[config.mk]
export PLATFORM = sky130hd
export DESIGN_NAME = apb_fsm_controller_flat
export DESIGN_NICKNAME = d
export VERILOG_FILES = /design/src/rtl/apb_fsm_controller_if.sv /design/src/rtl/apb_fsm_controller.sv /design/src/flat_wrapper.sv
export SDC_FILE = /design/constraint.sdc
export NUM_CORES = 1
export LEC_CHECK = 0
export CORE_ASPECT_RATIO = 0.75
export CORE_MARGIN = 2
export CORE_UTILIZATION = 43
export DETAILED_ROUTE_END_ITERATION = 8
export GPL_TIMING_DRIVEN = 0
export HOLD_SLACK_MARGIN = 0.08
export PLACE_DENSITY = 0.82
export SYNTH_ARGS = -nofsm -noshare
export SYNTH_HDL_FRONTEND = slang
export SYNTH_SLANG_ARGS = --single-unit
[constraint.sdc]
create_clock -name Hclk -period 2.1 [get_ports Hclk]
set_input_delay 0.42 -clock Hclk [delete_from_list [all_inputs] [get_ports Hclk]]
set_output_delay 0.42 -clock Hclk [all_outputs]
set_load 0.05 [all_outputs]
[src/rtl/apb_fsm_controller_if.sv]
// ----------------------------------------------------------------------------
// apb_fsm_controller_if
//   Bundles the signals between the AHB slave interface, the APB sequencer and
//   the APB peripherals of the AHB-to-APB bridge.
//
//   AHB side (decoded pipeline info into the sequencer):
//     valid, Hwritereg, tempselx, Haddr1, Haddr2, Hwdata1 -> sequencer
//     Hreadyout                                           <- sequencer
//   APB side:
//     Pready                                              -> sequencer
//     Pselx, Penable, Pwrite, Paddr, Pwdata               <- sequencer
//
//   modport master : the sequencer view (drives APB outputs and Hreadyout)
//   modport slave  : the environment view (drives AHB info and Pready)
// ----------------------------------------------------------------------------
interface apb_fsm_controller_if #(
    parameter int unsigned ADDR_W = 32,
    parameter int unsigned DATA_W = 32,
    parameter int unsigned NSLV   = 3
);
    logic              valid;
    logic              Hwritereg;
    logic [NSLV-1:0]   tempselx;
    logic [ADDR_W-1:0] Haddr1;
    logic [ADDR_W-1:0] Haddr2;
    logic [DATA_W-1:0] Hwdata1;
    logic              Pready;
    logic [NSLV-1:0]   Pselx;
    logic              Penable;
    logic              Pwrite;
    logic [ADDR_W-1:0] Paddr;
    logic [DATA_W-1:0] Pwdata;
    logic              Hreadyout;

    modport master (
        input  valid, Hwritereg, tempselx, Haddr1, Haddr2, Hwdata1, Pready,
        output Pselx, Penable, Pwrite, Paddr, Pwdata, Hreadyout
    );

    modport slave (
        output valid, Hwritereg, tempselx, Haddr1, Haddr2, Hwdata1, Pready,
        input  Pselx, Penable, Pwrite, Paddr, Pwdata, Hreadyout
    );
endinterface

[src/rtl/apb_fsm_controller.sv]
// ----------------------------------------------------------------------------
// apb_fsm_controller
//   APB-side sequencer of the AHB-to-APB bridge. Takes the pipelined AHB
//   address/data-phase info and runs the APB SETUP/ACCESS handshake to one of
//   NSLV peripherals, stalling the AHB master through Hreadyout until the APB
//   transfer completes.
//
//   Ports:
//     Hclk     in  bridge clock, rising edge
//     Hresetn  in  asynchronous active-low reset
//     bus      apb_fsm_controller_if.master
//              in : valid, Hwritereg, tempselx, Haddr1, Haddr2, Hwdata1, Pready
//              out: Pselx, Penable, Pwrite, Paddr, Pwdata (registered),
//                   Hreadyout (combinational from state and Pready)
// ----------------------------------------------------------------------------
module apb_fsm_controller #(
    parameter int unsigned ADDR_W = 32,
    parameter int unsigned DATA_W = 32,
    parameter int unsigned NSLV   = 3
) (
    input  logic                 Hclk,
    input  logic                 Hresetn,
    apb_fsm_controller_if.master bus
);

    typedef enum logic [2:0] {
        StIdle,
        StRwait,
        StWwait1,
        StWwait2,
        StSetup,
        StAccess
    } state_e;

    state_e state_q, state_d;

    logic [NSLV-1:0]   sel_q, sel_d;
    logic [NSLV-1:0]   pselx_q, pselx_d;
    logic              penable_q, penable_d;
    logic              pwrite_q, pwrite_d;
    logic [ADDR_W-1:0] paddr_q, paddr_d;
    logic [DATA_W-1:0] pwdata_q, pwdata_d;

    logic hreadyout;
    logic accept;

    // A new AHB transfer is taken whenever the bridge is ready, including the
    // completing ACCESS cycle, so back-to-back transfers see no IDLE bubble.
    assign hreadyout = (state_q == StIdle) | ((state_q == StAccess) & bus.Pready);
    assign accept    = bus.valid & hreadyout;

    // State and registered outputs
    always_ff @(posedge Hclk or negedge Hresetn) begin
        if (!Hresetn) begin
            state_q   <= StIdle;
            sel_q     <= '0;
            pselx_q   <= '0;
            penable_q <= 1'b0;
            pwrite_q  <= 1'b0;
            paddr_q   <= '0;
            pwdata_q  <= '0;
        end else begin
            state_q   <= state_d;
            sel_q     <= sel_d;
            pselx_q   <= pselx_d;
            penable_q <= penable_d;
            pwrite_q  <= pwrite_d;
            paddr_q   <= paddr_d;
            pwdata_q  <= pwdata_d;
        end
    end

    // Next state
    always_comb begin
        state_d = state_q;
        case (state_q)
            StIdle: begin
                if (accept) begin
                    state_d = bus.Hwritereg ? StWwait1 : StRwait;
                end
            end
            StRwait:  state_d = StSetup;
            StWwait1: state_d = StWwait2;
            StWwait2: state_d = StSetup;
            StSetup:  state_d = StAccess;
            StAccess: begin
                if (bus.Pready) begin
                    if (accept) begin
                        state_d = bus.Hwritereg ? StWwait1 : StRwait;
                    end else begin
                        state_d = StIdle;
                    end
                end
            end
            default:  state_d = StIdle;
        endcase
    end

    // Next values of the registered APB outputs
    always_comb begin
        sel_d     = accept ? bus.tempselx : sel_q;
        pselx_d   = pselx_q;
        penable_d = penable_q;
        pwrite_d  = pwrite_q;
        paddr_d   = paddr_q;
        pwdata_d  = pwdata_q;
        case (state_q)
            StRwait: begin
                // Read address is one cycle old here
                paddr_d   = bus.Haddr1;
                pwrite_d  = 1'b0;
                pselx_d   = sel_q;
                penable_d = 1'b0;
            end
            StWwait2: begin
                // Write data trails its address by one cycle, so take the
                // two-cycle-old address alongside the one-cycle-old data
                paddr_d   = bus.Haddr2;
                pwdata_d  = bus.Hwdata1;
                pwrite_d  = 1'b1;
                pselx_d   = sel_q;
                penable_d = 1'b0;
            end
            StSetup: begin
                penable_d = 1'b1;
            end
            StAccess: begin
                if (bus.Pready) begin
                    pselx_d   = '0;
                    penable_d = 1'b0;
                end
            end
            default: ;
        endcase
    end

    assign bus.Pselx     = pselx_q;
    assign bus.Penable   = penable_q;
    assign bus.Pwrite    = pwrite_q;
    assign bus.Paddr     = paddr_q;
    assign bus.Pwdata    = pwdata_q;
    assign bus.Hreadyout = hreadyout;

endmodule

[src/flat_wrapper.sv]
// flat-port wrapper written by rule: the top's interface ports become plain ports
module apb_fsm_controller_flat 
#(
    parameter int unsigned ADDR_W = 32,
    parameter int unsigned DATA_W = 32,
    parameter int unsigned NSLV   = 3
)
  (Hclk, Hresetn, bus_valid, bus_Hwritereg, bus_tempselx, bus_Haddr1, bus_Haddr2, bus_Hwdata1, bus_Pready, bus_Pselx, bus_Penable, bus_Pwrite, bus_Paddr, bus_Pwdata, bus_Hreadyout);
  apb_fsm_controller_if #(.ADDR_W(ADDR_W), .DATA_W(DATA_W), .NSLV(NSLV)) bus_i ();
  input  logic Hclk;
  input  logic Hresetn;
  input wire logic [$bits(bus_i.valid)-1:0] bus_valid;
  input wire logic [$bits(bus_i.Hwritereg)-1:0] bus_Hwritereg;
  input wire logic [$bits(bus_i.tempselx)-1:0] bus_tempselx;
  input wire logic [$bits(bus_i.Haddr1)-1:0] bus_Haddr1;
  input wire logic [$bits(bus_i.Haddr2)-1:0] bus_Haddr2;
  input wire logic [$bits(bus_i.Hwdata1)-1:0] bus_Hwdata1;
  input wire logic [$bits(bus_i.Pready)-1:0] bus_Pready;
  output wire logic [$bits(bus_i.Pselx)-1:0] bus_Pselx;
  output wire logic [$bits(bus_i.Penable)-1:0] bus_Penable;
  output wire logic [$bits(bus_i.Pwrite)-1:0] bus_Pwrite;
  output wire logic [$bits(bus_i.Paddr)-1:0] bus_Paddr;
  output wire logic [$bits(bus_i.Pwdata)-1:0] bus_Pwdata;
  output wire logic [$bits(bus_i.Hreadyout)-1:0] bus_Hreadyout;
  assign bus_i.valid = bus_valid;
  assign bus_i.Hwritereg = bus_Hwritereg;
  assign bus_i.tempselx = bus_tempselx;
  assign bus_i.Haddr1 = bus_Haddr1;
  assign bus_i.Haddr2 = bus_Haddr2;
  assign bus_i.Hwdata1 = bus_Hwdata1;
  assign bus_i.Pready = bus_Pready;
  assign bus_Pselx = bus_i.Pselx;
  assign bus_Penable = bus_i.Penable;
  assign bus_Pwrite = bus_i.Pwrite;
  assign bus_Paddr = bus_i.Paddr;
  assign bus_Pwdata = bus_i.Pwdata;
  assign bus_Hreadyout = bus_i.Hreadyout;
  apb_fsm_controller #(.ADDR_W(ADDR_W), .DATA_W(DATA_W), .NSLV(NSLV)) u_core (.Hclk(Hclk), .Hresetn(Hresetn), .bus(bus_i));
endmodule
== After elaboration in Yosys (flattened, before gate mapping) ==
Index checks and enable logic that the tools add are counted.
Word-level totals
  bits in registers: 75
  bits of input ports: 104
  logic and storage cells: 36
Operators by class
  equality and inequality tests: 7
  muxes and demuxes: 11
  bitwise gates (word level): 3
  reductions and logical operators: 8
Operators by type and width (number)
  $pmux W32 S2: 1
  $pmux W3 S5: 1
  $mux W3: 4
  $eq A3 B2 Y1 const B: 2
  $eq A3 B3 Y1 const B: 2
  $pmux W3 S2: 1
  $reduce_and A2 Y1: 3
  $reduce_bool A2 Y1: 2
  $eq A3 B1 Y1 const B: 1
  $logic_not A3 Y1: 1
  $pmux W1 S3: 1
  $reduce_bool A3 Y1: 1
  $and A1 B1 Y1: 2
  $mux W2: 1
  $ne A2 B1 Y1 const B: 1
  $ne A2 B2 Y1 const B: 1
  $pmux W1 S2: 1
  $reduce_or A2 Y1: 1
  $mux W1: 1
  $or A1 B1 Y1: 1

== Logic depth before layout (Yosys ltp) ==
Gate-level depths: netlist of run 1.
  depth in word-level cells: 7
  mapped depth: 6
  mapped depth without buffers: 3

== Least setup slack after synthesis of run 1 ==
No wires, ideal clock.
  kind: reg2out
  from: register u_core.state_q[1]
  to: output port bus_Hreadyout
  arrival time: 1506 ps
  setup slack: 174 ps
  cell stages (with the launch flop): 5
  path through: dfrtp_1 buf_2 buf_4 buf_4 nor2_1
On the way
  word-level cells in the longest chain between the ends: 3
  elaborated cells on any way between the ends: 4
  those cells by class: eq/ne (1); bitwise (2); reduce/logical (1)
Ends and longest elaborated chain
  start: declaration: RTL line apb_fsm_controller.sv:35  | state_e state_q, state_d;
  start signal: assignment: RTL line apb_fsm_controller.sv:55  | state_q <= StIdle;
  start signal: assignment: RTL line apb_fsm_controller.sv:63  | state_q <= state_d;
  $eq A3 B3 Y1: RTL line apb_fsm_controller.sv:49  | assign hreadyout = (state_q == StIdle) | ((state_q == StAccess) & bus.Pready);
  $and A1 B1 Y1: RTL line apb_fsm_controller.sv:49
  $or A1 B1 Y1 (*): RTL line apb_fsm_controller.sv:49
  end: declaration: RTL line flat_wrapper.sv:24  | output wire logic [$bits(bus_i.Hreadyout)-1:0] bus_Hreadyout;
Every way passes the cells marked *; elsewhere a longest branch is shown, timed or not.

== Worst setup path in the final report of run 1 ==
Ends and elaborated chain as after synthesis.

==> qor.yml, run 1 <==
drt_pre_antenna_iters: 4
timing.fmax_ghz: 0.500
die_height_um: 80.5
fin_cells: 562
postRouteWirelength_um: 9110
clkTransAtPathRegs_ns: 0.08
rows: 27
ys_types: 26
start_util_pct: 44.9
grt.overflow.total: 0
ios: 174
cts-buffers-inserted: 9
r2r-start: "u_core.state_q[0]$_DFFE_PN0P_"
cp-endpoint: "bus_Hreadyout"
p_leak_nw: 2.38
via_per_inst: 4.90
whs_ns: 0.417
regToRegSetupSlack_ns: 0.51
ys_ff_latch: 75
dieArea_um2: 8530
finalPower_mw: 9.32
n_fill_cell: 555
syn_nets: 374
avgSynthCellArea_um2: 12.4
syn-cell-area_um2: 3350
hpwl_um: 6900
cts_sinks: 75
grt_max_degree: 74
peakVddDrop_v: 0.000872
grt.total_usage_pct: 22.0
dp.cells: 545
insertion_delay_ns: 0.36
ys_top_cells_by_area: "dfrtp_1 (56%), mux2_4 (13%), mux2i_1 (9.5%)"
worst_pin_slew_ns: 0.538
gp_congestion: 0.823
cp-startpoint: "u_core.state_q[1]$_DFFE_PN0P_"
slew_headroom_pct: 64.0
period_minus_slack_ns: 2.00
grt_pass1_vias: 2874
route.detailed.drc: 0
drv_cap: 0
end_kind: "output port"
drtIter0Drc: 96
status: "completed"
wire_per_inst_um: 16.2
port_buffers: 173
worstSetupPathType: "reg2out"
clockBufferDepth: 2
regToRegEndpoint: "u_core.bus.Paddr[28]$_DFFE_PN0P_"
core_um2: 7470
ant_nets: 0
synth.top_cell.area_share_pct: 55.9
drive_above_1_share_pct: 14.5
nets: 560
finalSetupViolations: 0
p_per_area_nw_per_um2: 1710
ys_warn_count: 0
fin_skew_ns: 0.0130
synth.largest_area_cell: "dfrtp_1"
grt_pass1_wl_um: 14300
synthCells: 270
cts_tree: "yes"
htree_levels: 3
period_share_pct: 95.1
startpoint_type: "register"
rsz0062_at_grt: "false"
die_w_um: 106
hold_class: "in2async"
area_growth_pct: 62.0
grt_antenna_before_repair: 0
cts.root.buffer_cell: "clkbuf_8"
num_antenna_cells: 0
final-hold-violation-count: 0
cp_max_fo: 10
reg2reg_depth: 4
critPathRequiredTime_ns: 1.68
cts_setup_buffers: 0
cp.arrival_ns: 1.58
slew_violations: 0
vias: 2754
synth-seq-area-share_pct: 55.9
metrics by stage:
stage	util, %	setup slack, ns	TNS [ns]	cell area [um^2]
2_1_floorplan	-	0.174	0	3350
3_3_place_gp	69.8	-1.92	-144.42	5210
3_5_place_dp	70.2	-0.522	-0.522	5240
4_1_cts	72.7	0.0324	0	5430
5_1_grt	72.8	0.0143	0	5440
6_report	72.8	0.102	0	5440
cells in the mapped netlist, drive strengths merged:
cell / count
buf: 12
o2bb2ai: 3
inv: 3
nand2b: 6
a21oi: 2
nand2: 36
o32ai: 1
and3: 1
o21ai: 34
nor3: 1
a22o: 3
clkbuf: 5
and2: 1
mux2: 32
mux2i: 32
o22ai: 3
nor2b: 4
dfrtp: 75
o21a: 1
nor2: 11
a221oi: 4
power breakdown:
| group | leakage, nW | switching (mW) | internal [mW] | total, mW |
|---|---|---|---|---|
| clock network | 0.0868 | 0.585 | 0.445 | 1.03 |
| registers | 0.904 | 0.394 | 2.17 | 2.56 |
| logic | 1.39 | 3.58 | 2.15 | 5.73 |
registers in the layout, summed over array words and instances, names as in the netlist:
| register | cells |
|---|---|
| u_core.bus.Paddr | 32 |
| u_core.bus.Pwdata | 32 |
| u_core.bus.Pselx | 3 |
| u_core.state_q | 3 |
| u_core.bus.Penable | 1 |
| u_core.sel_q | 3 |
| u_core.bus.Pwrite | 1 |
layout make-up:
| type | count | area, um^2 | area share [%] |
|---|---|---|---|
| sequential | 75 | 1880 | 34.5 |
| buffer | 17 | 103 | 1.89 |
| timing repair buffer | 175 | 1770 | 32.5 |
| inverter | 3 | 11.3 | 0.207 |
| clock buffer | 9 | 124 | 2.28 |
| clock inverter | 7 | 58.8 | 1.08 |
| multi-input combinational | 175 | 1370 | 25.2 |
| tap | 101 | 126 | 2.33 |
worst min path at each step:
| stage | startpoint | end | slack, ns | cells after the start |
|---|---|---|---|---|
| after floorplan | Hresetn | u_core.bus.Paddr[0]$_DFFE_PN0P_ | 0.12 | 0 |
| after global placement | u_core.bus.Pwrite$_DFFE_PN0P_ | u_core.bus.Pwrite$_DFFE_PN0P_ | 0.46 | 2 |
| after detailed placement | Hresetn | u_core.bus.Pwdata[24]$_DFFE_PN0P_ | 0.22 | 1 |
| after CTS | Hresetn | u_core.bus.Pwdata[24]$_DFFE_PN0P_ | 0.38 | 2 |
| after global routing | Hresetn | u_core.bus.Pwdata[24]$_DFFE_PN0P_ | 0.41 | 2 |
| final | Hresetn | u_core.bus.Pwdata[17]$_DFFE_PN0P_ | 0.42 | 2 |
layer usage:
layer,track usage (%),wire [um],up-vias
met2,36.7,4200,132
met1,26.0,3800,1298
met4,6.45,115,0
met3,9.42,995,12
li1,-,-,1312
met5,0,0,-
critical path: stages, from the launching register on:
cell and delay [ns]:
dfrtp_1 0.36, buf_2 0.17, buf_4 0.20, buf_4 0.20
nor2_2 0.13, buf_6 0.16
cell usage in the layout, fill, tap and decap left out, types with 4 or more instances in the layout:
| cell type | synthesis | layout |
|---|---|---|
| nand2b_1 | 6 | 6 |
| buf_6 | 3 | 4 |
| buf_2 | 7 | 7 |
| clkdlybuf4s50_1 | 0 | 171 |
| nand2_1 | 35 | 35 |
| a221oi_1 | 4 | 4 |
| o21ai_0 | 34 | 34 |
| dfrtp_1 | 75 | 75 |
| clkbuf_1 | 5 | 5 |
| nor2_1 | 11 | 10 |
| mux2i_1 | 32 | 32 |
| mux2_4 | 29 | 29 |
| clkbuf_8 | 0 | 9 |
cells by family after synthesis:
logic type      count (synthesis)  synth area share [%]
compound gates                 51                  9.03
buf+inv                        20                  3.39
flops                          75                  55.9
mux                            64                  23.5
simple gates                   60                  8.09
what timing repair did:
item / CTS / global route
gates resized for setup: 6 / 3
setup endpoints to repair: 1 / 1
hold endpoints to repair: 2 / 0
hold buffers: 1 / 0
Power figures use the tool's default switching activity.
==> inputs of run 2 (changes only) <==
--- a/config.mk
+++ b/config.mk
@@ -8,6 +8,7 @@
 export CORE_ASPECT_RATIO = 0.75
 export CORE_MARGIN = 2
 export CORE_UTILIZATION = 43
+export CTS_BUF_LIST = sky130_fd_sc_hd__clkbuf_8 sky130_fd_sc_hd__clkbuf_16
 export DETAILED_ROUTE_END_ITERATION = 8
 export GPL_TIMING_DRIVEN = 0
 export HOLD_SLACK_MARGIN = 0.08
==> results of run 2 <==
Same layout as run 1: the final DEF is identical, and so are final timing and power.
